`src/rtl/fsm_seq_pkg.sv`:
```
// fsm_seq_pkg: shared types, encodings and decode helpers for the
// start/load/process/done sequencer.
package fsm_seq_pkg;

    // Logical state index; also the bit position within state_oh.
    typedef enum logic [1:0] {
        StIdle = 2'd0,
        StLoad = 2'd1,
        StProc = 2'd2,
        StDone = 2'd3
    } state_idx_e;

    // Gray encoding: adjacent states in the run sequence differ by one bit.
    localparam logic [1:0] GrayIdle = 2'b00;
    localparam logic [1:0] GrayLoad = 2'b01;
    localparam logic [1:0] GrayProc = 2'b11;
    localparam logic [1:0] GrayDone = 2'b10;

    // One-hot bit positions, ordered {DONE, PROCESS, LOAD, IDLE}.
    localparam int unsigned OhIdleBit = 0;
    localparam int unsigned OhLoadBit = 1;
    localparam int unsigned OhProcBit = 2;
    localparam int unsigned OhDoneBit = 3;

    // True when exactly one bit of a one-hot code is set.
    function automatic logic oh_legal(input logic [3:0] enc);
        return (enc != 4'b0000) && ((enc & (enc - 4'd1)) == 4'b0000);
    endfunction

    // Logical state to its one-hot decode.
    function automatic logic [3:0] idx_to_oh(input state_idx_e s);
        return 4'b0001 << s;
    endfunction

    // Logical state to the register encoding (Gray codes sit in bits [1:0]).
    function automatic logic [3:0] encode_state(input state_idx_e s, input logic one_hot);
        logic [3:0] enc;
        enc = 4'b0000;
        if (one_hot) begin
            enc = idx_to_oh(s);
        end else begin
            case (s)
                StIdle:  enc = {2'b00, GrayIdle};
                StLoad:  enc = {2'b00, GrayLoad};
                StProc:  enc = {2'b00, GrayProc};
                default: enc = {2'b00, GrayDone};
            endcase
        end
        return enc;
    endfunction

    // Encoded state to state_oh; an illegal one-hot code decodes as IDLE so
    // the decode is always one-hot.
    function automatic logic [3:0] state_to_oh(input logic [3:0] enc, input logic one_hot);
        logic [3:0] oh;
        oh = 4'b0000;
        oh[OhIdleBit] = 1'b1;
        if (one_hot) begin
            if (oh_legal(enc)) begin
                oh = enc;
            end
        end else begin
            oh = 4'b0000;
            case (enc[1:0])
                GrayIdle: oh[OhIdleBit] = 1'b1;
                GrayLoad: oh[OhLoadBit] = 1'b1;
                GrayProc: oh[OhProcBit] = 1'b1;
                default:  oh[OhDoneBit] = 1'b1;
            endcase
        end
        return oh;
    endfunction

    // One-hot decode back to the logical state index.
    function automatic state_idx_e oh_to_idx(input logic [3:0] oh);
        state_idx_e s;
        s = StIdle;
        if (oh[OhLoadBit]) begin
            s = StLoad;
        end else if (oh[OhProcBit]) begin
            s = StProc;
        end else if (oh[OhDoneBit]) begin
            s = StDone;
        end
        return s;
    endfunction

endpackage

```
`src/rtl/fsm_seq_timer.sv`:
```
// fsm_seq_timer: loadable down-counter with a zero flag. Load wins over
// decrement; the count saturates at zero.
module fsm_seq_timer #(
    parameter int unsigned WIDTH = 2
) (
    input  logic             clk,
    input  logic             rst,
    input  logic             load,
    input  logic [WIDTH-1:0] load_val,
    input  logic             dec,
    output logic             zero
);

    logic [WIDTH-1:0] cnt_q;

    // Phase counter: synchronous clear, load on phase entry, else count down.
    always_ff @(posedge clk) begin
        if (rst) begin
            cnt_q <= '0;
        end else if (load) begin
            cnt_q <= load_val;
        end else if (dec && (cnt_q != '0)) begin
            cnt_q <= cnt_q - WIDTH'(1);
        end
    end

    assign zero = (cnt_q == '0);

endmodule

```
`src/rtl/fsm_seq_ctrl.sv`:
```
// fsm_seq_ctrl: parametrised start/load/process/done sequencer with
// timed LOAD/PROCESS phases, done/ack handshake, abort and a run counter.
// Optional feature macro: FSM_ILLEGAL_STATE_DETECT_EN (sticky err flag on
// an illegal one-hot state code). Without it err is tied low.
module fsm_seq_ctrl
    import fsm_seq_pkg::*;
#(
    parameter int unsigned LOAD_CYCLES = 1,
    parameter int unsigned PROC_CYCLES = 4,
    parameter int unsigned ONE_HOT     = 1,
    parameter int unsigned RUN_W       = 16
) (
    input  logic             clk,
    input  logic             rst,
    input  logic             start,
    input  logic             abort,
    input  logic             done_ack,
    output logic             load_en,
    output logic             proc_en,
    output logic             busy,
    output logic             done,
    output logic [3:0]       state_oh,
    output logic [RUN_W-1:0] run_cnt,
    output logic             err
);

    localparam int unsigned MaxCycles = (LOAD_CYCLES > PROC_CYCLES) ? LOAD_CYCLES : PROC_CYCLES;
    localparam int unsigned TW        = (MaxCycles > 1) ? $clog2(MaxCycles) : 1;
    localparam int unsigned SW        = (ONE_HOT != 0) ? 4 : 2;
    localparam logic        OneHot    = (ONE_HOT != 0);

    // Timer reload values: a phase of N cycles counts N-1 down to 0.
    localparam logic [TW-1:0] LoadInit = TW'(LOAD_CYCLES - 1);
    localparam logic [TW-1:0] ProcInit = TW'(PROC_CYCLES - 1);

    logic [SW-1:0]    state_q;
    logic [3:0]       state_enc;
    logic [3:0]       cur_oh;
    logic             legal;
    state_idx_e       cur;
    state_idx_e       nxt;

    logic             load_en_q;
    logic             proc_en_q;
    logic             done_q;
    logic [3:0]       state_oh_q;
    logic [RUN_W-1:0] run_cnt_q;

    logic             tmr_load;
    logic [TW-1:0]    tmr_val;
    logic             tmr_dec;
    logic             tmr_zero;
    logic             run_inc;

    // Decode the state register into a logical state.
    always_comb begin
        state_enc = 4'(state_q);
        legal     = OneHot ? oh_legal(state_enc) : 1'b1;
        cur_oh    = state_to_oh(state_enc, OneHot);
        cur       = oh_to_idx(cur_oh);
    end

    // Next-state and phase-timer control; abort outranks timer expiry.
    always_comb begin
        nxt      = cur;
        tmr_load = 1'b0;
        tmr_val  = '0;
        tmr_dec  = 1'b0;
        run_inc  = 1'b0;
        unique case (cur)
            StIdle: begin
                if (start) begin
                    nxt      = StLoad;
                    tmr_load = 1'b1;
                    tmr_val  = LoadInit;
                end
            end
            StLoad: begin
                if (abort) begin
                    nxt = StIdle;
                end else if (tmr_zero) begin
                    nxt      = StProc;
                    tmr_load = 1'b1;
                    tmr_val  = ProcInit;
                end else begin
                    tmr_dec = 1'b1;
                end
            end
            StProc: begin
                if (abort) begin
                    nxt = StIdle;
                end else if (tmr_zero) begin
                    nxt     = StDone;
                    run_inc = 1'b1;
                end else begin
                    tmr_dec = 1'b1;
                end
            end
            StDone: begin
                if (done_ack) begin
                    nxt = StIdle;
                end
            end
            default: nxt = StIdle;
        endcase
        // A corrupted one-hot code always falls back to IDLE.
        if (!legal) begin
            nxt      = StIdle;
            tmr_load = 1'b0;
            tmr_dec  = 1'b0;
            run_inc  = 1'b0;
        end
    end

    // State register with registered Moore outputs and the run counter.
    always_ff @(posedge clk) begin
        if (rst) begin
            state_q    <= SW'(encode_state(StIdle, OneHot));
            load_en_q  <= 1'b0;
            proc_en_q  <= 1'b0;
            done_q     <= 1'b0;
            state_oh_q <= idx_to_oh(StIdle);
            run_cnt_q  <= '0;
        end else begin
            state_q    <= SW'(encode_state(nxt, OneHot));
            load_en_q  <= (nxt == StLoad);
            proc_en_q  <= (nxt == StProc);
            done_q     <= (nxt == StDone);
            state_oh_q <= idx_to_oh(nxt);
            if (run_inc) begin
                run_cnt_q <= run_cnt_q + RUN_W'(1);
            end
        end
    end

`ifdef FSM_ILLEGAL_STATE_DETECT_EN
    logic err_q;

    // Sticky flag: any cycle holding an illegal code sets it until reset.
    always_ff @(posedge clk) begin
        if (rst) begin
            err_q <= 1'b0;
        end else if (!legal) begin
            err_q <= 1'b1;
        end
    end

    assign err = err_q;
`else
    assign err = 1'b0;
`endif

    fsm_seq_timer #(
        .WIDTH (TW)
    ) u_timer (
        .clk      (clk),
        .rst      (rst),
        .load     (tmr_load),
        .load_val (tmr_val),
        .dec      (tmr_dec),
        .zero     (tmr_zero)
    );

    assign load_en  = load_en_q;
    assign proc_en  = proc_en_q;
    assign busy     = load_en_q | proc_en_q;
    assign done     = done_q;
    assign state_oh = state_oh_q;
    assign run_cnt  = run_cnt_q;

endmodule

```
`config.mk`:
```
export PLATFORM = sky130hd
export DESIGN_NAME = fsm_seq_ctrl
export DESIGN_NICKNAME = d
export VERILOG_FILES = /design/src/rtl/fsm_seq_pkg.sv /design/src/rtl/fsm_seq_timer.sv /design/src/rtl/fsm_seq_ctrl.sv
export SDC_FILE = /design/constraint.sdc
export NUM_CORES = 1
export LEC_CHECK = 0
export CELL_PAD_IN_SITES_DETAIL_PLACEMENT = 0
export CELL_PAD_IN_SITES_GLOBAL_PLACEMENT = 1
export CORE_MARGIN = 2
export CORE_UTILIZATION = 31
export DETAILED_ROUTE_END_ITERATION = 8
export PLACE_DENSITY = 0.7
export SLEW_MARGIN = 20
export SYNTH_ARGS = -nofsm -noshare
export SYNTH_HDL_FRONTEND = slang
export SYNTH_SLANG_ARGS = --single-unit
```
`constraint.sdc`:
```
create_clock -name clk -period 2 [get_ports clk]
set_input_delay 0.5 -clock clk [delete_from_list [all_inputs] [get_ports clk]]
set_output_delay 0.5 -clock clk [all_outputs]
set_load 0.02 [all_outputs]
```
# Word-level counts from Yosys, hierarchy flattened
# Index checks and enable logic that the tools add are counted.
# W data, S select, Z words.
[word_totals] regBits=25 input_bits=5 out_inout_bits=25 wordCells=55
[op_classes] n_addsub=3 eq_ne=6 shift=1 n_mux=28 bitwise_logic=2 n_reduce_logical=9
[ops] op="$mux W2" n=15
[ops] op="$add A16 B1 Y16 const B" n=1
[ops] op="$mux W1" n=10
[ops] op="$eq A2 B2 Y1 const B" n=4
[ops] op="$pmux W2 S4" n=1
[ops] op="$and A4 B4 Y4" n=1
[ops] op="$eq A2 B1 Y1 const B" n=2
[ops] op="$logic_not A2 Y1" n=2
[ops] op="$logic_not A4 Y1" n=1
[ops] op="$mux W4" n=1
[ops] op="$reduce_bool A2 Y1" n=2
[ops] op="$reduce_bool A4 Y1" n=1
[ops] op="$shl A1 B2 Y4 const A" n=1
[ops] op="$sub A4 B1 Y4 const B" n=1
[ops] op="$logic_and A1 B1 Y1" n=2
[ops] op="$pmux W1 S2" n=1
[ops] op="$reduce_or A2 Y1" n=1
[ops] op="$sub A2 B1 Y2 const B" n=1
[ops] op="$or A1 B1 Y1" n=1

# Depth between registers and ports, before layout
[depth] ltp_word=15 mapped_depth=7 mapped_depth_nobuf=6

# Hierarchy
# Synthesis repeated with hierarchy kept, for this count alone.
[unflattened] hier_cells=139 hier_area_um2=1268.7
[modules_own_cells] mod="fsm_seq_ctrl" instances=1 cells_per_inst=125 area_each_um2=1142.3
[modules_own_cells] mod="fsm_seq_timer" instances=1 cells_per_inst=14 area_each_um2=126.4

# Worst setup path before layout
# No wires, ideal clock.
[synth_timing] kind="register to register" start="register u_timer.cnt_q[0]" end="register run_cnt_q[11] (netlist: run_cnt[11])" setup_ns=0.070 t_arrival_ns=1.986 required_ns=1.930 setup_slack_ns=-0.057 stages_incl_launch_ff=8 path_buffers=1 cell_sequence="dfxtp_1 -> inv_1 -> ha_1 -> or3b_4 -> or4_1 -> buf_2 -> or3_1 -> a21oi_1"
[synth_between] elab_chain_len=5
[synth_rtl] item="from (decl)" line="fsm_seq_timer.sv:14" source="logic [WIDTH-1:0] cnt_q;"
[synth_rtl] item="from (signal assigned)" line="fsm_seq_timer.sv:21" source="cnt_q <= load_val;"
[synth_rtl] item="from (signal assigned)" line="fsm_seq_timer.sv:23" source="cnt_q <= cnt_q - WIDTH'(1);"
[synth_rtl] item="$logic_not A2 Y1" line="fsm_seq_timer.sv:27" source="assign zero = (cnt_q == '0);"
[synth_rtl] item="$mux W1" line="fsm_seq_ctrl.sv:92" source="end else if (tmr_zero) begin"
[synth_rtl] item="$mux W1" line="fsm_seq_ctrl.sv:90" source="if (abort) begin"
[synth_rtl] item="$mux W1" line="fsm_seq_ctrl.sv:70" source="unique case (cur)"
[synth_rtl] item="$mux W1" line="fsm_seq_ctrl.sv:107" source="if (!legal) begin"
[synth_rtl] item="to (signal assigned)" line="fsm_seq_ctrl.sv:131" source="run_cnt_q <= run_cnt_q + RUN_W'(1);"
[synth_rtl] item="to (decl)" line="fsm_seq_ctrl.sv:47" source="logic [RUN_W-1:0] run_cnt_q;"
# No other way between the ends.
# A chain may end at the register's enable or synchronous reset.

# Final worst setup path
[layout_timing] start="register u_timer.cnt_q[0]" end="register run_cnt_q[13] (netlist: run_cnt[13])"
# Same word-level chain as after synthesis.

==> impl_results.md <==
* Share of the clock period used by the worst path after layout at 95.9%
* DRT iter0 DRCs at 28
* Yosys warns at 0
* Clock Skew at 0.00300 ns
* Die area at 4200 sq um
* Hold-fix buffers, CTS at 0
* GPL Wtd Cong at 0.837
* CP max FO at 7
* Mapped Avg Cell Area at 8.87 sq um
* Hold_sp: run_cnt[15]$_SDFFE_PP0P_
* Worst-path clk slew at 0.08 ns
* DR vias at 1,051
* Die Ht at 64.8 um
* Max incr delay on CP at 0.46 ns
* Number of antenna diodes at 0
* Fmax at 521 MHz
* Status: finished clean
* Initial Util at 31.7%
* Tot GR Track Use at 13.1%
* Port buffer count at 28
* Placement row count at 22
* Final ANT Viol Nets at 0
* Largest net degree at the start of global routing at 14
* Critical path startpoint category: flop
* Mean number of vias per cell at 4.80
* Fraction of registers with async set/reset at 0%
* Fin util at 45.3%
* Fin. Hold Viols at 0
* Metal3 WL at 73 um
* RSZ-0062 raised after global routing: no
* CTS Buffer Depth at 2
* CP bufs+invs at 1
* Critical Path Source: u_timer.cnt_q[0]$_SDFFE_PP0P_
* Seq/Total Area, Yosys at 43.7%
* Area grow syn2layout at 42.7%
* Yosys cell types at 37
* Worst hold slack at 0.490 ns
* Pwr dens at 540 nW/um^2
* Die width at 64.8 um
* Worst VDD drop at 0.220 mV
* Fraction of layout cells with a size suffix above 1 at 14.6%
* CTS root buffer: clkbuf_8
* WP data arrival at 2.11 ns
* First-pass GRT wire length at 4370 um
* R2R Path Start: u_timer.cnt_q[0]$_SDFFE_PP0P_
* Clk Latency, worst-skew pair at 0.26 ns
* FF+latch count, synth at 25
* Post-synthesis cell count at 129
* Initial antenna violation count at 0
* Crit path kind: reg -> reg
* Syn nets at 136
* Met1 wire length at 1260 um
* Max-cap violations at 0
* Avg WL per Cell at 11.5 um
* Placed wire-length estimate at 1970 um
* WL final at 2520 um
* Worst Hold Class: reg -> reg
* H-tree depth at 1
* Congestion Overflow GR at 0
* Netlist Area Pre-Place at 1140 sq um
* Max-slew violation count at 0
* Final min period at 1.92 ns
* Worst path slowest cell: or4_4
* Total core area at 3610 sq um
* Vias in the first global route at 982
* Final Setup Violations at 0
* Met2 routed WL at 1150 um
* EDFF count, synth at 0
* Crit-path leading delay family: simple AND/OR/NAND/NOR gates
* Final net count at 179
* Drt first pass iters at 4
* DRC violations left at 0
* Dominant synthesized flop cell: dfxtp_1
* CP Capture Type: flop
* CTS tree: yes
* WP data required at 2.20 ns
* IO Count at 30
* Static leakage at 0.597 nW
* Max layer used: met4
* Clock Sinks at 25
* Crit-path cells: inv_2 -> ha_4 -> or3b_4 -> or4_4 -> or3_1 -> a21oi_1
* CTS buffer count at 3
[logic make-up (layout without fill, tap and decap cells)]
group           count (synthesis)  after routing  synth area share, %
buf+inv                         8             50                 3.06
flops                          25             25                 43.7
xor+xnor                       10             10                 7.65
mux                             2              2                 1.86
simple gates                   62             62                 32.0
other cells                     1              1                0.328
fa+ha+maj                       2              2                 2.19
compound gates                 19             19                 9.18
[layout by cell type (no fill, tap or decap), types with 2 or more instances in the layout]
cell type / instances
nand4_1: 6
clkdlybuf4s50_1: 27
o21ai_0: 8
nor2b_1: 2
and3_1: 2
nand3_1: 5
nor4_1: 4
nor2_1: 13
nor3b_1: 5
or3_1: 6
buf_4: 15
inv_2: 2
xnor2_1: 6
and4_1: 3
clkbuf_8: 3
dfxtp_1: 25
nand2_1: 6
o22ai_1: 2
and3b_1: 2
a21oi_1: 6
xor2_1: 4
[synth_stat cells, types with 2 or more instances]
cell	instances	area share, %
o21ai_0	8	3.5
or3_1	6	3.3
and3_1	2	1.1
nor2_1	13	4.3
clkbuf_1	2	0.66
and3b_1	2	1.5
nor4_1	4	2.2
ha_1	2	2.2
inv_1	3	0.98
o22ai_1	2	1.1
nor2b_1	2	1.1
a21oi_1	6	2.6
and4_1	3	2.3
dfxtp_1	25	44
xor2_1	4	3.1
nor3b_1	5	3.3
nand3_1	5	2.2
xnor2_1	6	4.6
nand2_1	6	2.0
nand4_1	6	3.3
[what timing repair did]
item | CTS | global route
hold endpoints to repair | 0 | 0
endpoints found under the setup margin | 4 | 0
gates resized for setup | 2 | 0
buffers inserted | 0 | 0
[layer usage]
layer	global-route usage (%)	vias to the layer above
met5	0	-
met2	21.6	21
met4	4.79	0
met1	17.3	481
li1	-	547
met3	1.74	2
[cell type report]
class                           count  area [sq um]
Multi-Input combinational cell     96           626
Clock buffer                        4          45.0
Sequential cell                    25           500
Inverter                            3          11.3
Fill cell                         353          1970
Tap cell                           48          60.1
Timing Repair Buffer               43           392
[sequential cells by signal, indices dropped and copies added, names as in the netlist]
signal and count:
run_cnt 16, u_timer.cnt_q 2, state_oh 4, proc_en 1, load_en 1, done 1
[path summary, 6_finish.rpt]
path | to | slack, ns | cells after the start
min reg2reg | run_cnt[15]$_SDFFE_PP0P_ | 0.49 | 2
min | run_cnt[15]$_SDFFE_PP0P_ | 0.49 | 2
max reg2reg | run_cnt[13]$_SDFFE_PP0P_ | 0.08 | 6
max | run_cnt[13]$_SDFFE_PP0P_ | 0.08 | 6
[where the power goes]
group,switching [mW],internal [mW],total [mW]
registers,0.00233,0.502,0.505
logic,0.0421,0.0439,0.0859
clock network,0.150,0.142,0.292
total,0.195,0.688,0.883
[stage by stage]
| stage | worst slack, ns | power (mW) | area (sq um) | cells | setup TNS, ns |
|---|---|---|---|---|---|
| 6_report | 0.0812 | 0.883 | 1630 | 219 | 0 |
| 5_1_grt | 0.0319 | 0.928 | 1630 | 219 | 0 |
| 4_1_cts | 0.0798 | 0.896 | 1630 | 219 | 0 |
| 3_5_place_dp | -0.466 | 0.603 | 1590 | 215 | -3.35 |
| 3_3_place_gp | -0.435 | 0.603 | 1590 | 215 | -3.08 |
| 2_1_floorplan | 0.00433 | 0.559 | 1160 | 129 | 0 |
[worst register-to-register path: cells and delay by family (launching register included)]
family / cells / cell delay (ns)
adders and majority gates: 1 / 0.13
DFF: 1 / 0.31
and+or+nand+nor: 3 / 1.20
AOI/OAI and AO/OA: 1 / 0.14
buffers and inverters: 1 / 0.07
No activity file was read; power rests on OpenSTA's default activity.
